**src/rtl/uart_rx_frame_ctrl.sv**
```systemverilog
// UART receive frame sequencer: HEADER, CMD, LEN, payload, CHK (XOR of CMD, LEN, payload).
// Buffers the payload and releases it on a valid/ready byte stream only after a good checksum.
module uart_rx_frame_ctrl #(
  parameter int unsigned CLK_FRE    = 50,
  parameter logic [7:0]  HEADER     = 8'hA5,
  parameter int unsigned MAX_LEN    = 16,
  parameter int unsigned TIMEOUT_US = 1000
) (
  input  logic       i_clk_sys,
  input  logic       i_rst_n,
  input  logic [7:0] i_rx_data,
  input  logic       i_rx_done,
  output logic [7:0] o_cmd,
  output logic [7:0] o_len,
  output logic [7:0] o_data,
  output logic       o_valid,
  input  logic       i_ready,
  output logic       o_last,
  output logic       o_frame_err,
  output logic [1:0] o_err_code,
  output logic       o_busy,
  output logic [7:0] o_drop_cnt
);

  localparam int unsigned PTR_W   = (MAX_LEN > 1) ? $clog2(MAX_LEN) : 1;
  localparam int unsigned DEPTH   = 1 << PTR_W;
  localparam int unsigned TMO_CYC = CLK_FRE * TIMEOUT_US;
  localparam int unsigned TMR_W   = (TMO_CYC > 2) ? $clog2(TMO_CYC) : 1;
  localparam logic [TMR_W-1:0] TMR_LIMIT = TMR_W'(TMO_CYC - 1);
  localparam logic [TMR_W-1:0] TMR_ONE   = TMR_W'(1);
  localparam logic [7:0] MAX_LEN_B = 8'(MAX_LEN);

  localparam logic [1:0] ERR_CHK = 2'b01;
  localparam logic [1:0] ERR_LEN = 2'b10;
  localparam logic [1:0] ERR_TMO = 2'b11;

  typedef enum logic [2:0] {
    S_HUNT, S_CMD, S_LEN, S_PAYLOAD, S_CHK, S_OUT
  } state_t;

  state_t           state;
  logic [7:0]       buffer [DEPTH];
  logic [7:0]       wptr;
  logic [7:0]       rptr;
  logic [7:0]       rptr_nxt;
  logic [7:0]       chk;
  logic [TMR_W-1:0] timer;
  logic             in_frame;
  logic             expired;

  assign in_frame = state inside {S_CMD, S_LEN, S_PAYLOAD, S_CHK};
  // NOTE: a byte strobe in the expiry cycle takes precedence, so it is excluded here.
  assign expired  = in_frame && !i_rx_done && (timer == TMR_LIMIT);
  assign rptr_nxt = rptr + 8'd1;
  assign o_busy   = (state != S_HUNT);

  // NOTE: the payload buffer is deliberately not reset; it is only ever read at
  // indices written earlier in the same frame.
  always_ff @(posedge i_clk_sys) begin
    if (state == S_PAYLOAD && i_rx_done) buffer[wptr[PTR_W-1:0]] <= i_rx_data;
  end

  always_ff @(posedge i_clk_sys or negedge i_rst_n) begin
    if (!i_rst_n)                                timer <= '0;
    else if (!in_frame || i_rx_done || expired)  timer <= '0;
    else                                         timer <= timer + TMR_ONE;
  end

  always_ff @(posedge i_clk_sys or negedge i_rst_n) begin
    if (!i_rst_n) begin
      state       <= S_HUNT;
      wptr        <= '0;
      rptr        <= '0;
      chk         <= '0;
      o_cmd       <= '0;
      o_len       <= '0;
      o_data      <= '0;
      o_valid     <= 1'b0;
      o_last      <= 1'b0;
      o_frame_err <= 1'b0;
      o_err_code  <= '0;
      o_drop_cnt  <= '0;
    end else begin
      o_frame_err <= 1'b0;
      if (expired) begin
        state       <= S_HUNT;
        o_frame_err <= 1'b1;
        o_err_code  <= ERR_TMO;
        wptr        <= '0;
        chk         <= '0;
      end else begin
        case (state)
          S_HUNT: begin
            if (i_rx_done && i_rx_data == HEADER) begin
              state <= S_CMD;
              wptr  <= '0;
              chk   <= '0;
            end
          end
          S_CMD: begin
            if (i_rx_done) begin
              o_cmd <= i_rx_data;
              chk   <= i_rx_data;
              state <= S_LEN;
            end
          end
          S_LEN: begin
            if (i_rx_done) begin
              o_len <= i_rx_data;
              chk   <= chk ^ i_rx_data;
              if (i_rx_data > MAX_LEN_B) begin
                state       <= S_HUNT;
                o_frame_err <= 1'b1;
                o_err_code  <= ERR_LEN;
                wptr        <= '0;
                chk         <= '0;
              end else if (i_rx_data == 8'd0) begin
                state <= S_CHK;
              end else begin
                state <= S_PAYLOAD;
              end
            end
          end
          S_PAYLOAD: begin
            if (i_rx_done) begin
              wptr <= wptr + 8'd1;
              chk  <= chk ^ i_rx_data;
              if (wptr + 8'd1 == o_len) state <= S_CHK;
            end
          end
          S_CHK: begin
            if (i_rx_done) begin
              if (i_rx_data == chk) begin
                state   <= S_OUT;
                rptr    <= '0;
                o_valid <= 1'b1;
                o_data  <= (o_len == 8'd0) ? 8'h00 : buffer[0];
                o_last  <= (o_len <= 8'd1);
              end else begin
                state       <= S_HUNT;
                o_frame_err <= 1'b1;
                o_err_code  <= ERR_CHK;
                wptr        <= '0;
                chk         <= '0;
              end
            end
          end
          S_OUT: begin
            // Bytes arriving while the frame drains are discarded but counted.
            if (i_rx_done && o_drop_cnt != 8'hFF) o_drop_cnt <= o_drop_cnt + 8'd1;
            if (o_valid && i_ready) begin
              if (o_last) begin
                o_valid <= 1'b0;
                o_last  <= 1'b0;
                state   <= S_HUNT;
              end else begin
                rptr   <= rptr_nxt;
                o_data <= buffer[rptr_nxt[PTR_W-1:0]];
                o_last <= (rptr + 8'd2 == o_len);
              end
            end
          end
          default: state <= S_HUNT;
        endcase
      end
    end
  end

endmodule

```
**config.mk**
```make
export PLATFORM = sky130hd
export DESIGN_NAME = uart_rx_frame_ctrl
export DESIGN_NICKNAME = d
export VERILOG_FILES = /design/src/rtl/uart_rx_frame_ctrl.sv
export SDC_FILE = /design/constraint.sdc
export NUM_CORES = 1
export LEC_CHECK = 0
export ABC_AREA = 1
export CORE_MARGIN = 3
export CORE_UTILIZATION = 40
export CTS_CLUSTER_DIAMETER = 40
export DETAILED_ROUTE_END_ITERATION = 12
export PLACE_DENSITY = 0.62
export SKIP_CTS_REPAIR_TIMING = 1
export SLEW_MARGIN = 25
export SYNTH_ARGS = -nofsm -noshare
export SYNTH_HDL_FRONTEND = slang
export SYNTH_SLANG_ARGS = --single-unit
```
**constraint.sdc**
```tcl
create_clock -name i_clk_sys -period 1.9 [get_ports i_clk_sys]
set_clock_uncertainty 0.1 [all_clocks]
set_input_delay 0.19 -clock i_clk_sys [delete_from_list [all_inputs] [get_ports i_clk_sys]]
set_output_delay 0.19 -clock i_clk_sys [all_outputs]
set_load 0.01 [all_outputs]
```
==> Word level (Yosys, flattened, before mapping) <==
Memories as Yosys holds them, arrays and structs flattened.
Index checks and enable logic that the tools add are counted.
{ "op_classes": {"add_sub_neg": 5, "n_mul": 0, "div": 0, "n_lt_le_gt_ge": 2, "eq_ne": 26, "shift": 0, "mux": 63, "bitwise_logic": 2, "n_reduce_logical": 29} }
{ "op_table": {"columns": ["op", "n"], "rows": [
  ["8-bit two-way mux", 21],
  ["8-bit one-hot mux with 5 select lines", 1],
  ["3-bit two-way mux", 12],
  ["8-bit one-hot mux with 2 select lines", 2],
  ["8-bit one-hot mux with 4 select lines", 1],
  ["8-bit by 1-bit adder with 8-bit output, second input constant", 3],
  ["8-bit equality test", 3],
  ["3-bit inequality test, second input constant", 8],
  ["3-bit one-hot mux with 6 select lines", 1],
  ["16-bit by 1-bit adder with 16-bit output, second input constant", 1],
  ["16-bit equality test, second input constant", 1],
  ["8-bit zero test", 2],
  ["16-bit two-way mux", 1],
  ["1-bit two-way mux", 15],
  ["7-bit AND reduction", 2],
  ["6-bit AND reduction", 2],
  ["2-bit two-way mux", 5],
  ["5-bit AND reduction", 2],
  ["3-bit AND reduction", 3],
  ["8-bit by 2-bit adder with 8-bit output, second input constant", 1],
  ["8-bit equality test, second input constant", 1],
  ["8-bit by 5-bit greater-than comparator with 1-bit output, second input constant", 1],
  ["8-bit by 1-bit less-or-equal comparator with 1-bit output, second input constant", 1],
  ["2-bit inequality test, second input constant", 4],
  ["other kinds (20)", 33]
]} }
{ "word_totals": {"register_bits": 80, "latch_bits": 0, "ramBits": 128, "romBits": 0, "in_bits": 12, "output_inout_bits": 38, "elab_cells": 141, "mem_count": 1} }
{ "mem_list": {"columns": ["name", "words", "width", "rd", "rd_clocked_by_memory_dff", "wr", "line", "source"], "rows": [
  ["buffer", 16, 8, 2, 0, 1, "42", "logic [7:0] buffer [DEPTH];"]
]} }

==> Logic depth before layout (Yosys ltp) <==
{ "depth": {"depth_word": 6, "depth_mapped": 14, "depth_no_buf": 14} }

==> Worst setup path before layout <==
Ideal clock, no wire load.
{ "synth_path": {"path_kind": "register to register", "from": "register state[2]", "to": "memory buffer[0][0], enable pin", "arrival_ps": 1570, "path_slack_ps": -140, "stages_incl_launch_ff": 9, "n_path_buf": 1, "period_less_slack_ps": 2040, "cell_sequence": "dfrtp_1 inv_2 nand2_1 nor2_1 inv_1 nor2_1 buf_2 nand2_1 nor2_1"} }
{ "synth_via": {"elab_chain_len": 4} }
{ "synth_rtl": {"columns": ["element", "line", "source"], "rows": [
  ["from (decl)", "41", "state_t state;"],
  ["from (signal assigned)", "71", "state <= S_HUNT;"],
  ["from (signal assigned)", "86", "state <= S_HUNT;"],
  ["from (signal assigned)", "95", "state <= S_CMD;"],
  ["3-bit by 2-bit equality test with 1-bit output", "60", "if (state == S_PAYLOAD && i_rx_done) buffer[wptr[PTR_W-1:0]] <= i_rx_data;"],
  ["1-bit logical AND", "60", null],
  ["1-bit two-way mux", "60", null],
  ["1-bit two-way mux (not written as such)", "60", null],
  ["to (decl)", "42", null]
]} }
Every way passes these cells.

==> Final worst setup path <==
{ "layout_path": {"from": "register rptr[0]", "to": "register o_data[6]"} }
{ "layout_via": {"elab_chain_len": 5} }
{ "layout_rtl": {"columns": ["element", "line", "source"], "rows": [
  ["from (decl)", "44", "logic [7:0] rptr;"],
  ["from (signal assigned)", "157", "rptr <= rptr_nxt;"],
  ["8-bit by 1-bit adder with 8-bit output", "54", "assign rptr_nxt = rptr + 8'd1;"],
  ["memory read 16 x 8 bit", null, null],
  ["8-bit two-way mux", "152", "if (o_last) begin"],
  ["8-bit two-way mux", "151", "if (o_valid && i_ready) begin"],
  ["8-bit one-hot mux with 2 select lines", "92", "case (state)"],
  ["to (signal assigned)", "137", "o_data <= (o_len == 8'd0) ? 8'h00 : buffer[0];"],
  ["to (signal assigned)", "158", "o_data <= buffer[rptr_nxt[PTR_W-1:0]];"],
  ["to (decl)", "15", "output logic [7:0] o_data,"]
]} }
Every way passes these cells. The select of a mux whose other input is x is not followed.
A chain may end at the register's enable or synchronous reset.

==> impl_metrics.ini <==
[outcome]
status = finished with violations
violations = negative setup slack

[global_route]
grt_pass1_wl_mm = 40.4
grt_max_degree = 71
grt-ovfl-total = 0
antenna_found_initial = 0
grt_use_total_pct = 19.5
grt_pass1_vias = 7567

[synth]
yosysWarnings = 0
synth.avg_cell_area_um2 = 9.77
async_flop_share_pct = 38.5
ys_types = 43
ys_ff_latch = 208
syn-cell-area_um2 = 9750
synth-edff-count = 128
synth_flop_cell = edfxtp_1
synthCells = 997
seq_area_frac_synth_pct = 60.0
synth_nets = 1017

[worst_setup_path]
crit_start = rptr[0]
cp-end-kind = register
r2r_slack_ns = -0.05
slowest_stage = dfrtp_2
critical_path_arrival_ns = 2.24
timing.rr.end = o_data[6]
setup.worst_path.class = reg2reg
reg2reg_from = rptr[0]
cp_slowest_stage_delay_ns = 0.40
critical_path_buf_inv_count = 4
crit_family = buffers and inverters
crit_path_max_fanout = 16
crit_chain = buf_8, clkinvlp_4, buf_12, clkbuf_16, o21ai_1, o211ai_1, nand3_1, nand3_1, nand3_1, nand2_1
critPathRequiredTime_ns = 2.19
cp_common_cell = nand3_1
ff2ff_path_depth = 10
cp-start-kind = register

[route]
drt_iter0_drc = 655
vias = 7977
antenna_left = 0
first_pass_iters = 5
postRouteWirelength_mm = 27.0
drc = 0
wire_per_inst_um = 17.4
via_per_inst = 5.14

[timing]
fin_crit_ns = 1.95
rsz0062_at_grt = true
finalCritPeriodShare_pct = 103
setup_slack_ns = -0.0544
setup_viol = 12
slew_violations = 0
hold_viol = 0
holdWs_ns = 0.0409
fmax_mhz = 512
slew_headroom_pct = 73.9
setup_tns_ns = -0.210
tightest_slew_ns = 0.388

[placement]
dp_cells = 1467
dpl_cell_area_um2 = 11600
hpwlAfterDp_mm = 17.6
place_ws_ns = -0.408
gp_congestion = 0.834
port_buffers = 49

[clock_tree]
cts_buffer_depth = 3
tritoncts = done
root_buffer = clkbuf_16
path_clk_slew_ns = 0.05
clock_latency_ns = 0.51
cts_sinks = 208
cts.htree.levels = 2
numCtsBuffers = 34

[finish]
fin_util_pct = 57.6
n_antenna_cell = 0
nFillCells = 2037
drive_gt1_share_pct = 29.6
fin_nets = 1229
syn2layout_area_growth_pct = 39.9
fin_cells = 1553
final_area_um2 = 13600

[floorplan]
row_count = 56
die_area_um2 = 26300
ioPinCount = 50
core_um2 = 23700
start_util_pct = 41.2
dieHeight_um = 162
die_w_um = 162

[pwr]
power_mw = 20.5
p_per_area_nw_per_um2 = 1500
peakVddDrop_mv = 0.724
leakage_nw = 5.54

[worst_hold_path]
hold_path_class = in2async

[job]
drv_cap = 0
-- cell usage in the layout (no fill, tap or decap), drive strengths merged, types with 19 or more instances in the layout --
cell type and instances:
buf 155, clkbuf 43, clkdlybuf4s50 47, dfrtp 80, edfxtp 128, inv 86, nand2 197, nand3 80
nor2 141, o211ai 19, o21ai 117
-- area by class of cell --
type	count	area (µm²)	share of cell area [%]
clock inverter	23	249	1.83
sequential	208	5850	42.9
inverter	80	315	2.31
clock buffer	38	886	6.50
multi-input combinational	675	3940	28.9
timing repair buffer	209	2000	14.6
timing repair inverter	1	6.26	0.0459
tap	319	399	2.93
-- how the worst max path moves through the flow --
stage,end,cells past startpoint
after floorplan,buffer[0][0],8
after global placement,wptr[4],11
after detailed placement,wptr[4],11
after CTS,wptr[6],12
after global routing,state[1],13
final,o_data[6],10
-- cell usage after synthesis (15+ instances only) --
cell	count	area [µm²]
edfxtp_1	128	3840
nand2_1	189	709
nor2_1	136	510
a21oi_1	16	80.1
o221ai_1	15	131
nand3_1	79	395
o211ai_1	19	143
o21ai_0	102	510
xnor2_1	17	149
dfrtp_1	80	2000
nor3_1	16	80.1
inv_1	66	248
clkbuf_1	26	97.6
-- routing by layer --
| metal | up-vias | GRT usage [%] | share of wire (%) |
|---|---|---|---|
| met2 | 264 | 31.3 | 48 |
| met1 | 3795 | 26.2 | 43 |
| li1 | 3866 | - | - |
| met5 | - | 0 | 0 |
| met4 | 0 | 8.45 | 3.1 |
| met3 | 52 | 3.26 | 5.8 |
-- where the power goes --
part,switching [mW],internal [mW],leakage [nW],total [mW]
clock network,2.25,3.83,0.545,6.08
registers,0.466,5.30,2.20,5.76
logic,4.60,4.02,2.79,8.62
total,7.31,13.1,5.54,20.5
-- logic make-up (layout without fill, tap and decap cells) --
| group | count (synthesis) | after routing | share of synthesized area [%] |
|---|---|---|---|
| AO/OA/AOI/OAI | 176 | 176 | 10.7 |
| buffers and inverters | 115 | 351 | 4.69 |
| flip-flops | 208 | 208 | 60.0 |
| AND/OR/NAND/NOR | 457 | 458 | 20.5 |
| XOR/XNOR | 32 | 32 | 3.03 |
| adder cells (fa/ha/maj) | 8 | 8 | 1.03 |
| multiplexers | 1 | 1 | 0.116 |
-- flip-flops by register name, indices dropped and copies added (netlist names), 8 cells and up --
signal      count
wptr            8
buffer        128
o_len           8
rptr            8
o_drop_cnt      8
chk             8
timer          16
o_data          8
o_cmd           8
Power figures use the tool's default switching activity.
